## config.mk

```make
export PLATFORM = sky130hd
export DESIGN_NAME = sram_controller
export DESIGN_NICKNAME = d
export VERILOG_FILES = /design/src/rtl/sram_controller_pkg.sv /design/src/rtl/sram_wait_counter.sv /design/src/rtl/sram_controller.sv
export SDC_FILE = /design/constraint.sdc
export NUM_CORES = 1
export LEC_CHECK = 0
export CORE_ASPECT_RATIO = 0.9
export CORE_MARGIN = 5
export CORE_UTILIZATION = 30
export DETAILED_ROUTE_END_ITERATION = 16
export DONT_BUFFER_PORTS = 1
export MAX_ROUTING_LAYER = met4
export SLEW_MARGIN = 20
export SYNTH_ARGS = -nofsm -noshare
export SYNTH_HDL_FRONTEND = slang
export SYNTH_SLANG_ARGS = --single-unit
```

## constraint.sdc

```tcl
create_clock -name clk -period 2.38 [get_ports clk]
set_clock_uncertainty 0.05 [all_clocks]
set_input_delay 0.238 -clock clk [delete_from_list [all_inputs] [get_ports clk]]
set_output_delay 0.238 -clock clk [all_outputs]
set_load 0.01 [all_outputs]
```

## src/rtl/sram_controller_pkg.sv

```systemverilog
// Shared definitions for the SRAM data-memory back end.
// Contents:
//   - FSM state encodings (legacy 2-bit localparams)
//   - SRAM geometry (half-word address width, data width)
//   - sram_strobe_t : bundle of the active-low SRAM control strobes
//   - sram_req_t    : request fields latched when an access starts
//   - phase_strobes : strobe pattern driven while a half-word phase is active
package sram_controller_pkg;

    localparam int SRAM_ADDR_W = 18;
    localparam int SRAM_DATA_W = 16;

    localparam logic [1:0] ST_IDLE = 2'd0;
    localparam logic [1:0] ST_LOW  = 2'd1;
    localparam logic [1:0] ST_HIGH = 2'd2;
    localparam logic [1:0] ST_DONE = 2'd3;

    typedef struct packed {
        logic ce_n;
        logic oe_n;
        logic we_n;
        logic ub_n;
        logic lb_n;
    } sram_strobe_t;

    typedef struct packed {
        logic                   is_write;
        logic [SRAM_ADDR_W-2:0] word;     // 32-bit word index; LSB of sram_addr selects the half
        logic [31:0]            wdata;
    } sram_req_t;

    localparam sram_strobe_t STROBE_IDLE =
        '{ce_n: 1'b1, oe_n: 1'b1, we_n: 1'b1, ub_n: 1'b1, lb_n: 1'b1};

    // Both byte lanes are always enabled: every access is a full half-word.
    function automatic sram_strobe_t phase_strobes(input logic is_write);
        sram_strobe_t s;
        s.ce_n = 1'b0;
        s.oe_n = is_write;
        s.we_n = ~is_write;
        s.ub_n = 1'b0;
        s.lb_n = 1'b0;
        return s;
    endfunction

endpackage

```

## src/rtl/sram_wait_counter.sv

```systemverilog
// Per-phase wait counter for the SRAM controller.
// Ports:
//   clk, rst  : clock, synchronous active-high reset
//   clear     : force count to zero (held while no phase is active)
//   enable    : count this cycle
//   terminal  : count has reached WAIT_CYCLES-1 (last cycle of the phase)
// The counter wraps to zero on its terminal cycle so the next phase starts
// from zero without an extra clear.
module sram_wait_counter #(
    parameter int WAIT_CYCLES = 2
) (
    input  logic clk,
    input  logic rst,
    input  logic clear,
    input  logic enable,
    output logic terminal
);

    localparam logic [3:0] LAST = 4'(WAIT_CYCLES - 1);

    logic [3:0] wcnt;

    assign terminal = (wcnt == LAST);

    always_ff @(posedge clk) begin
        if (rst || clear) begin
            wcnt <= 4'd0;
        end else if (enable) begin
            wcnt <= terminal ? 4'd0 : wcnt + 4'd1;
        end
    end

endmodule

```

## src/rtl/sram_controller.sv

```systemverilog
// 32-bit load/store port onto a 16-bit asynchronous SRAM.
// Each access runs as two half-word phases (low half, then high half), each
// held for WAIT_CYCLES cycles; `ready` stays low until the access reaches DONE.
// Ports:
//   clk, rst               : clock, synchronous active-high reset
//   MEM_r_en, MEM_w_en     : load / store request (both set = store)
//   address, write_data    : byte address and store data, latched at start
//   read_data              : registered load result, held between loads
//   ready                  : 0 = freeze the pipeline
//   sram_addr              : half-word address to the SRAM
//   sram_dq_out/oe/in      : data pad out, output enable, in
//   sram_ce_n..sram_lb_n   : active-low SRAM strobes
module sram_controller
    import sram_controller_pkg::*;
#(
    parameter int BASE_ADDR   = 1024,
    parameter int WAIT_CYCLES = 2
) (
    input  logic                   clk,
    input  logic                   rst,
    input  logic                   MEM_r_en,
    input  logic                   MEM_w_en,
    input  logic [31:0]            address,
    input  logic [31:0]            write_data,
    output logic [31:0]            read_data,
    output logic                   ready,
    output logic [SRAM_ADDR_W-1:0] sram_addr,
    output logic [SRAM_DATA_W-1:0] sram_dq_out,
    output logic                   sram_dq_oe,
    input  logic [SRAM_DATA_W-1:0] sram_dq_in,
    output logic                   sram_ce_n,
    output logic                   sram_oe_n,
    output logic                   sram_we_n,
    output logic                   sram_ub_n,
    output logic                   sram_lb_n
);

    logic [1:0]   state, state_nxt;
    sram_req_t    req_q;
    sram_strobe_t strobes;
    logic         req, in_phase, active, terminal;
    logic [31:0]  off;
    logic         unused_off;

    assign req        = MEM_r_en | MEM_w_en;
    assign off        = address - 32'(BASE_ADDR);
    assign unused_off = ^{off[31:19], off[1:0]};
    assign in_phase   = (state == ST_LOW) || (state == ST_HIGH);
    // Reset overrides the pads immediately so an interrupted write cannot
    // land another half-word during the reset cycle.
    assign active     = in_phase && !rst;

    sram_wait_counter #(.WAIT_CYCLES(WAIT_CYCLES)) u_wait (
        .clk      (clk),
        .rst      (rst),
        .clear    (!in_phase),
        .enable   (in_phase),
        .terminal (terminal)
    );

    always_comb begin
        state_nxt = state;
        case (state)
            ST_IDLE: if (req)      state_nxt = ST_LOW;
            ST_LOW:  if (terminal) state_nxt = ST_HIGH;
            ST_HIGH: if (terminal) state_nxt = ST_DONE;
            default:               state_nxt = ST_IDLE;
        endcase
    end

    always_ff @(posedge clk) begin
        if (rst) begin
            state     <= ST_IDLE;
            req_q     <= '0;
            read_data <= '0;
        end else begin
            state <= state_nxt;
            if (state == ST_IDLE && req) begin
                req_q.is_write <= MEM_w_en;
                req_q.word     <= off[18:2];
                req_q.wdata    <= write_data;
            end
            // Capture on the last cycle of each phase, when the SRAM has had
            // the full wait time to settle.
            if (!req_q.is_write && terminal) begin
                if (state == ST_LOW)  read_data[15:0]  <= sram_dq_in;
                if (state == ST_HIGH) read_data[31:16] <= sram_dq_in;
            end
        end
    end

    // DONE always releases the pipeline, even with a request still present;
    // the next access is only considered once back in IDLE.
    assign ready = rst || (state == ST_IDLE && !req) || (state == ST_DONE);

    assign strobes     = active ? phase_strobes(req_q.is_write) : STROBE_IDLE;
    assign sram_ce_n   = strobes.ce_n;
    assign sram_oe_n   = strobes.oe_n;
    assign sram_we_n   = strobes.we_n;
    assign sram_ub_n   = strobes.ub_n;
    assign sram_lb_n   = strobes.lb_n;
    assign sram_dq_oe  = active && req_q.is_write;
    assign sram_addr   = active ? {req_q.word, state == ST_HIGH} : '0;
    assign sram_dq_out = !active            ? '0 :
                         (state == ST_HIGH) ? req_q.wdata[31:16] : req_q.wdata[15:0];

endmodule

```

==> run summary, run 1 <==
Cells after synthesis = 454
DR WL/cell = 15.7 um
WS Path Type = flop to output port
Antenna viol nets, final = 0
WP data arrival = 1.94 ns
Commonest non-fill, non-tap cells in the layout = dfxtp_1, nand2_1, nand2b_1
Seq cells post-synth = 88
Commonest non-fill, non-tap cell in the layout = dfxtp_1
Synthesized area = 3900 um2
Synth Area in Adders = 0.0193
Minimum clock period after layout = 2.23 ns
Busiest grt layer = met2
# nets final = 596
Worst skew pair latency = 0.34 ns
Count of final hold-check violations = 0
Relative max-transition margin = 0.547
Met2 Resource Use GR = 0.232
Synth Warn # = 0
FP Rows = 39
Most used DFF post-synth = dfxtp_1
Maximum fanout along the worst path = 18
Post-synthesis compound-gate area fraction = 0.0825
EDFF count, synth = 0
Worst hold path type = input port to flop
Crit path cell chain = inv_1 -> ha_1 -> nor2b_1 -> inv_1 -> buf_4 -> nor2_1 -> buf_4
Drt pass-1 iters = 5
Mapped Avg Cell Area = 8.58 um2
H-Tree Depth = 3
Slew Viols, Final = 0
Sequential share of the synthesized area = 0.452
Cell Pwr Density = 1010 nW/um2
Drt initial violations = 174
Clock-pin slew on the worst setup and hold paths = 0.06 ns
Endpoint class of the critical path = output port
Final setup TNS = 0 ns
Synth Area in XOR/XNOR = 0.00899
Largest stage delay, worst path = 0.39 ns
Vias in the first global route = 3,285
Clk sinks = 88
First-pass GRT wire length = 16,900 um
Residual DRC = 0
Post-synthesis mux area share = 0.129
Fmax = 448 MHz
Root buffer cell = clkbuf_16
Run status = complete, no violations
WP data required = 2.09 ns
FFs w/ async S/R, synth = 0
Netlist cell types = 33
Crit path buf inv count = 4
Worst-Margin Slew = 0.678 ns
CP max stage cell = dfxtp_1
Share of cells above drive strength 1 = 0.110
Total core area = 12,700 um2
Hold_ws = 0.0259 ns
Final worst-path cycle share = 0.938
R2r setup slk = 0.23 ns
CP startpoint kind = flop
Mapped Nets = 544
RSZ-0062 raised after global routing = no
Via count = 3,273
Top-Level Pins = 157
Total wire length = 10,600 um
Final setup fails = 0
LEAKAGE = 0.00197 uW
N_diodes = 0
CTS Buffer Depth = 2
GRT overflow = 0
Top delay family on crit path = buffers and inverters
Horiz. Die Dim = 130 um
Die area = 15,400 um2
Setup repair bufs after CTS = 0
Synth Area in Simple Gates = 0.266
Initial antenna violation count = 0
TritonCTS clock tree = done
Max-cap viol count = 0
Vias per cell = 4.85
CTS Buf Count = 9
Largest net degree at the start of global routing = 56
Dpl hpwl = 7110 um
Area Growth Syn to Fin = 28.3%
Placer Congestion = 0.803
Grt met3 use = 0.0495
Peak supply drop = 0.416 mV
Largest family of logic cells by synthesized area = simple AND/OR/NAND/NOR gates
Effective utilization at floorplan = 0.306
Port buffer count = 0
Gr usage total = 0.142
Die H = 118 um
Met1 GRT Util = 0.164
## sequential cells by signal, indices dropped and copies added (netlist names)
name	flops
read_data	32
req_q	50
state	2
u_wait.wcnt	4
## per-stage QoR
stage	instance area [um2]	power [uW]	std cells	setup WS, ns	utilization
final	5000	5020	675	0.148	0.392
after global routing	5000	5350	675	0.0108	0.392
after floorplan	3900	2980	454	0.444	-
after global placement	4210	3390	616	0.552	0.331
after detailed placement	4210	3450	616	0.516	0.331
after CTS	4960	5020	674	0.0260	0.390
## power by group
part	switching, uW	leakage [uW]	internal (uW)
Clock	599	0.000156	878
Sequential	159	0.000720	1730
Combinational	957	0.00110	703
Total	1720	0.00197	3310
## worst paths after layout
path,to,cells past startpoint,from
setup / recovery,sram_dq_out[10],7,state[0]
hold / removal,req_q[11],2,write_data[11]
setup reg to reg,req_q[34],7,state[0]
hold reg to reg,req_q[38],2,req_q[38]
## final cells by class
cell class	count	area [um2]
inverter	7	26.3
timing repair buffer	74	691
clock inverter	5	65.1
multi-input combinational	326	2000
fill	1269	7740
clock buffer	11	253
tap	164	205
sequential	88	1760
## timing repair
action | in CTS | in global routing
setup endpoints to repair | 0 | 2
resized for setup | 0 | 2
hold buffers | 42 | 0
endpoints found under the hold margin | 50 | 0
## metal layers
layer  share of wire  vias up
li1                -     1595
met1            0.42     1542
met2            0.48      120
met3           0.084       16
met4           0.015        0
met5               0        -
## worst reg2reg max path: stages (launching register included)
cell and delay [ns]:
dfxtp_1 0.34, inv_1 0.11, ha_1 0.29, o21a_4 0.36, buf_4 0.22, nand2_1 0.06, a21oi_1 0.11, dlygate4sd3_1 0.55
## cell usage after synthesis, drive strengths merged (6+ instances only)
master  instances  area share
dfxtp          88        0.45
nand2          83       0.080
nand2b         51       0.082
mux2i          49        0.13
a21oi          43       0.055
nor2           31       0.030
clkbuf         27       0.026
and2           18       0.029
inv             7      0.0067
a211oi          6       0.012
buf             6      0.0096
ha              6       0.019
## kinds of logic (layout without fill, tap and decap cells)
logic type               after synthesis  in the layout
buffers and inverters                 40             97
AO/OA/AOI/OAI                         58             58
adder cells (fa/ha/maj)                6              6
AND/OR/NAND/NOR                      208            208
XOR/XNOR                               4              4
multiplexers                          50             50
flip-flops                            88             88
Note: power is estimated with default switching activity, not from simulation.
==> run 2, diff against run 1 <==
Settings changed: CORE_UTILIZATION 30 to 63, PLACE_DENSITY set to 0.79.
==> run summary, run 2 (synthesis gave the netlist of run 1 again) <==
Run status = complete, no violations
Final setup fails = 0
Cell Pwr Density = 958 nW/um2
Share of cells above drive strength 1 = 0.0864
Max reg flops = 50
CP startpoint kind = flop
Drt initial violations = 144
Dpl hpwl = 5850 um
Placer Congestion = 0.840
H-Tree Depth = 3
Cts hold-fix bufs = 48
CTS Buffer Depth = 2
WP data arrival = 1.90 ns
Commonest non-fill, non-tap cell in the layout = dfxtp_1
N_diodes = 0
Maximum fanout along the worst path = 22
# nets final = 596
Final worst-path cycle share = 0.921
Setup repair bufs after CTS = 0
Total wire length = 9880 um
Via count = 3,259
Final setup TNS = 0 ns
Register with the most flip-flops = req_q
CTS Buf Count = 9
Root buffer cell = clkbuf_8
Total core area = 6080 um2
Top flop regs = req_q x50, read_data x32, u_wait.wcnt x4
DR WL/cell = 17.0 um
Worst-Margin Slew = 0.747 ns
Slew Viols, Final = 0
Top-Level Pins = 157
Worst hold path type = input port to flop
Horiz. Die Dim = 92.9 um
Gr usage total = 0.260
# fillers = 387
Post-CTS Resized = 0
Final worst setup slack = 0.188 ns
Worst skew pair latency = 0.35 ns
Initial antenna violation count = 0
Largest net degree at the start of global routing = 56
Clock-pin slew on the worst setup and hold paths = 0.08 ns
Max-cap viol count = 0
Peak supply drop = 0.729 mV
Count of final hold-check violations = 0
Antenna viol nets, final = 0
Vias per cell = 5.61
Endpoint class of the critical path = output port
FP Rows = 27
RSZ-0062 raised after global routing = no
Commonest non-fill, non-tap cells in the layout = dfxtp_1, nand2_1, nand2b_1
WP data required = 2.09 ns
Minimum clock period after layout = 2.19 ns
Die H = 84.6 um
TritonCTS clock tree = done
Effective utilization at floorplan = 0.641
First-pass GRT wire length = 15,900 um
Port buffer count = 0
Area Growth Syn to Fin = 23.0%
GRT overflow = 0
Vias in the first global route = 3,292
LEAKAGE = 0.00192 uW
Fmax = 456 MHz
Drt pass-1 iters = 4
Worst slack at placement = 0.442 ns
Die area = 7860 um2
Residual DRC = 0
Clk sinks = 88
Relative max-transition margin = 0.500
WS Path Type = flop to output port
run 2: power by group:
group | switching [uW] | internal, uW
Clock | 490 | 684
Combinational | 903 | 616
Sequential | 171 | 1730
run 2: worst max-delay path, stage by stage, from the launching register on:
cell,delay (ns)
dfxtp_1,0.42
inv_1,0.10
ha_1,0.27
nor2b_1,0.16
inv_1,0.06
buf_4,0.21
nor2_1,0.17
buf_4,0.16
run 2: metrics by stage:
stage                     power, uW  hold slack (ns)  instance area [um2]  std cells  utilization
after floorplan                2980            0.284                 3900        454            -
after global placement         3250            0.264                 4050        517        0.666
after detailed placement       3310            0.268                 4050        517        0.666
after CTS                      4560         0.000108                 4760        579        0.783
after global routing           4870          0.00331                 4790        581        0.788
final                          4590           0.0102                 4790        581        0.788
run 2: metal layers:
| metal | vias to the layer above | GRT usage | wire length [um] |
|---|---|---|---|
| met5 | - | - | 0 |
| met4 | 0 | 0.0879 | 238 |
| met3 | 25 | 0.0789 | 743 |
| met2 | 136 | 0.451 | 5100 |
| met1 | 1502 | 0.282 | 3800 |
| li1 | 1596 | - | - |
run 2: layout make-up:
| type | count | area [um2] | area share |
|---|---|---|---|
| flip-flops and latches | 88 | 1760 | 0.368 |
| repair buffers | 74 | 703 | 0.147 |
| multi-input cells | 326 | 1990 | 0.415 |
| well taps | 72 | 90.1 | 0.0188 |
| clock inverters | 4 | 95.1 | 0.0198 |
| clock buffers | 10 | 128 | 0.0266 |
| inverters | 7 | 26.3 | 0.00548 |
run 2: worst paths after layout:
check | cells past startpoint | slack [ns] | to | from
setup / recovery | 7 | 0.19 | sram_dq_out[8] | state[1]
hold / removal | 2 | 0.01 | req_q[46] | address[16]
setup reg to reg | 6 | 0.31 | req_q[49] | state[1]
hold reg to reg | 2 | 0.41 | req_q[39] | req_q[39]
==> run 3, diff against run 2 <==
Settings changed: GPL_TIMING_DRIVEN set to 0.
==> run summary, run 3 (synthesis gave the netlist of run 1 again) <==
Run status = complete, no violations
Residual DRC = 0
N_diodes = 0
H-Tree Depth = 3
FF/Latch Area = 1760 um2
WP data arrival = 2.00 ns
Clk sinks = 88
WS Path Type = flop to output port
Largest stage delay, worst path = 0.39 ns
Final worst setup slack = 0.0927 ns
GRT overflow = 0
Vias per cell = 5.80
# fillers = 375
Total core area = 6080 um2
TritonCTS clock tree = done
Grt met3 use = 0.0833
Relative max-transition margin = 0.545
Share of cells above drive strength 1 = 0.0894
Peak supply drop = 0.695 mV
Max reg flops = 50
Worst skew pair latency = 0.36 ns
LEAKAGE = 0.00186 uW
# nets final = 611
CTS Buf Count = 9
Die area = 7860 um2
CP startpoint kind = flop
Top-Level Pins = 157
CTS Buffer Depth = 2
Top delay family on crit path = buffers and inverters
Worst-Margin Slew = 0.682 ns
Maximum fanout along the worst path = 10
Fmax = 437 MHz
Drt pass-1 iters = 5
Largest net degree at the start of global routing = 17
Count of final hold-check violations = 0
Dpl hpwl = 6580 um
Drt initial violations = 173
Total wire length = 11,100 um
Clock-pin slew on the worst setup and hold paths = 0.09 ns
Die H = 84.6 um
Max-cap viol count = 0
Gr usage total = 0.274
FP Rows = 27
Crit path buf inv count = 4
Design Power = 4650 uW
Area Growth Syn to Fin = 24.9%
Placer Congestion = 0.882
Root buffer cell = clkbuf_8
Footprint of the multi-input gates = 2060 um2
WP data required = 2.09 ns
Initial antenna violation count = 0
Slew Viols, Final = 0
Antenna viol nets, final = 0
Commonest non-fill, non-tap cells in the layout = dfxtp_1, nand2_1, dlygate4sd3_1
Top flop regs = req_q x50, read_data x32, u_wait.wcnt x4
Placed Cells = 526
Endpoint class of the critical path = output port
First-pass GRT wire length = 16,600 um
Worst slack at placement = 0.0639 ns
R2r setup slk = 0.17 ns
Busiest grt layer = met2
CP most frequent cell = inv_1
Effective utilization at floorplan = 0.641
Final worst-path cycle share = 0.961
Core Util, Final = 0.800
Horiz. Die Dim = 92.9 um
Layout Cells excl Fill = 598
DR WL/cell = 18.6 um
Vias in the first global route = 3,383
Cell Pwr Density = 956 nW/um2
Register with the most flip-flops = req_q
Commonest non-fill, non-tap cell in the layout = dfxtp_1
Hold_ws = 0.0168 ns
Port buffer count = 0
Minimum clock period after layout = 2.29 ns
Worst hold path type = input port to flop
Met1 GRT Util = 0.305
Via count = 3,469
Met2 Resource Use GR = 0.462
CP max stage cell = dfxtp_2
Crit path cell chain = inv_1 -> ha_1 -> nor2b_1 -> clkbuf_4 -> inv_1 -> buf_4 -> nor2_4
Final setup fails = 0
-- run 3: changes by cell type in the layout (fill, tap and decap cells not counted), moves of 3 or more --
| cell | previous run | this run |
|---|---|---|
| nor2_4 | 0 | 11 |
| inv_6 | 0 | 3 |
| buf_4 | 23 | 4 |
| clkbuf_1 | 1 | 23 |
| dlygate4sd3_1 | 49 | 56 |
| clkbuf_4 | 0 | 3 |
| nor2_2 | 0 | 5 |
| nor2_1 | 31 | 15 |
-- run 3: timing repair --
item,in CTS,in global routing
hold buffers,56,0
endpoints found under the hold margin,65,0
setup endpoints to repair,19,24
resized for setup,22,20
buffers inserted,0,0
-- run 3: cell type report --
class / instances / share of cell area
clock buffers: 9 / 0.0255
flip-flops and latches: 88 / 0.363
repair buffers: 56 / 0.115
multi-input cells: 326 / 0.424
well taps: 72 / 0.0185
inverters: 7 / 0.00540
plain buffers: 33 / 0.0329
clock inverters: 7 / 0.0157
-- run 3: path summary, 6_finish.rpt --
kind / to / start / cells past startpoint
hold / removal: read_data[8] / sram_dq_in[8] / 2
hold reg to reg: req_q[32] / req_q[32] / 2
setup reg to reg: req_q[8] / state[0] / 7
setup / recovery: sram_dq_out[2] / state[1] / 7
-- run 3: worst register-to-register path, stage by stage, from the launching register on --
cell      delay [ns]
dfxtp_2         0.35
inv_1           0.10
ha_1            0.24
o21a_1          0.20
clkbuf_1        0.43
clkbuf_1        0.43
nand2_1         0.15
a21oi_1         0.19
-- run 3: per-stage QoR --
stage | setup TNS, ns | cell area, um2
6_report | 0 | 4870
5_1_grt | -0.000505 | 4870
4_1_cts | 0 | 4800
3_5_place_dp | 0 | 3990
3_3_place_gp | 0 | 3990
2_1_floorplan | 0 | 3900
-- run 3: where the power goes --
part / switching [uW] / leakage, uW / internal (uW) / total, uW
sequential: 180 / 0.000721 / 1730 / 1910
combinational: 1070 / 0.00105 / 607 / 1680
clock: 566 / 0.0000966 / 494 / 1060
total: 1820 / 0.00186 / 2830 / 4650
-- run 3: routing by layer --
layer | up-vias | routed length, um
met5 | - | 0
met4 | 0 | 381
met3 | 38 | 875
met2 | 194 | 5640
met1 | 1608 | 4240
li1 | 1629 | -
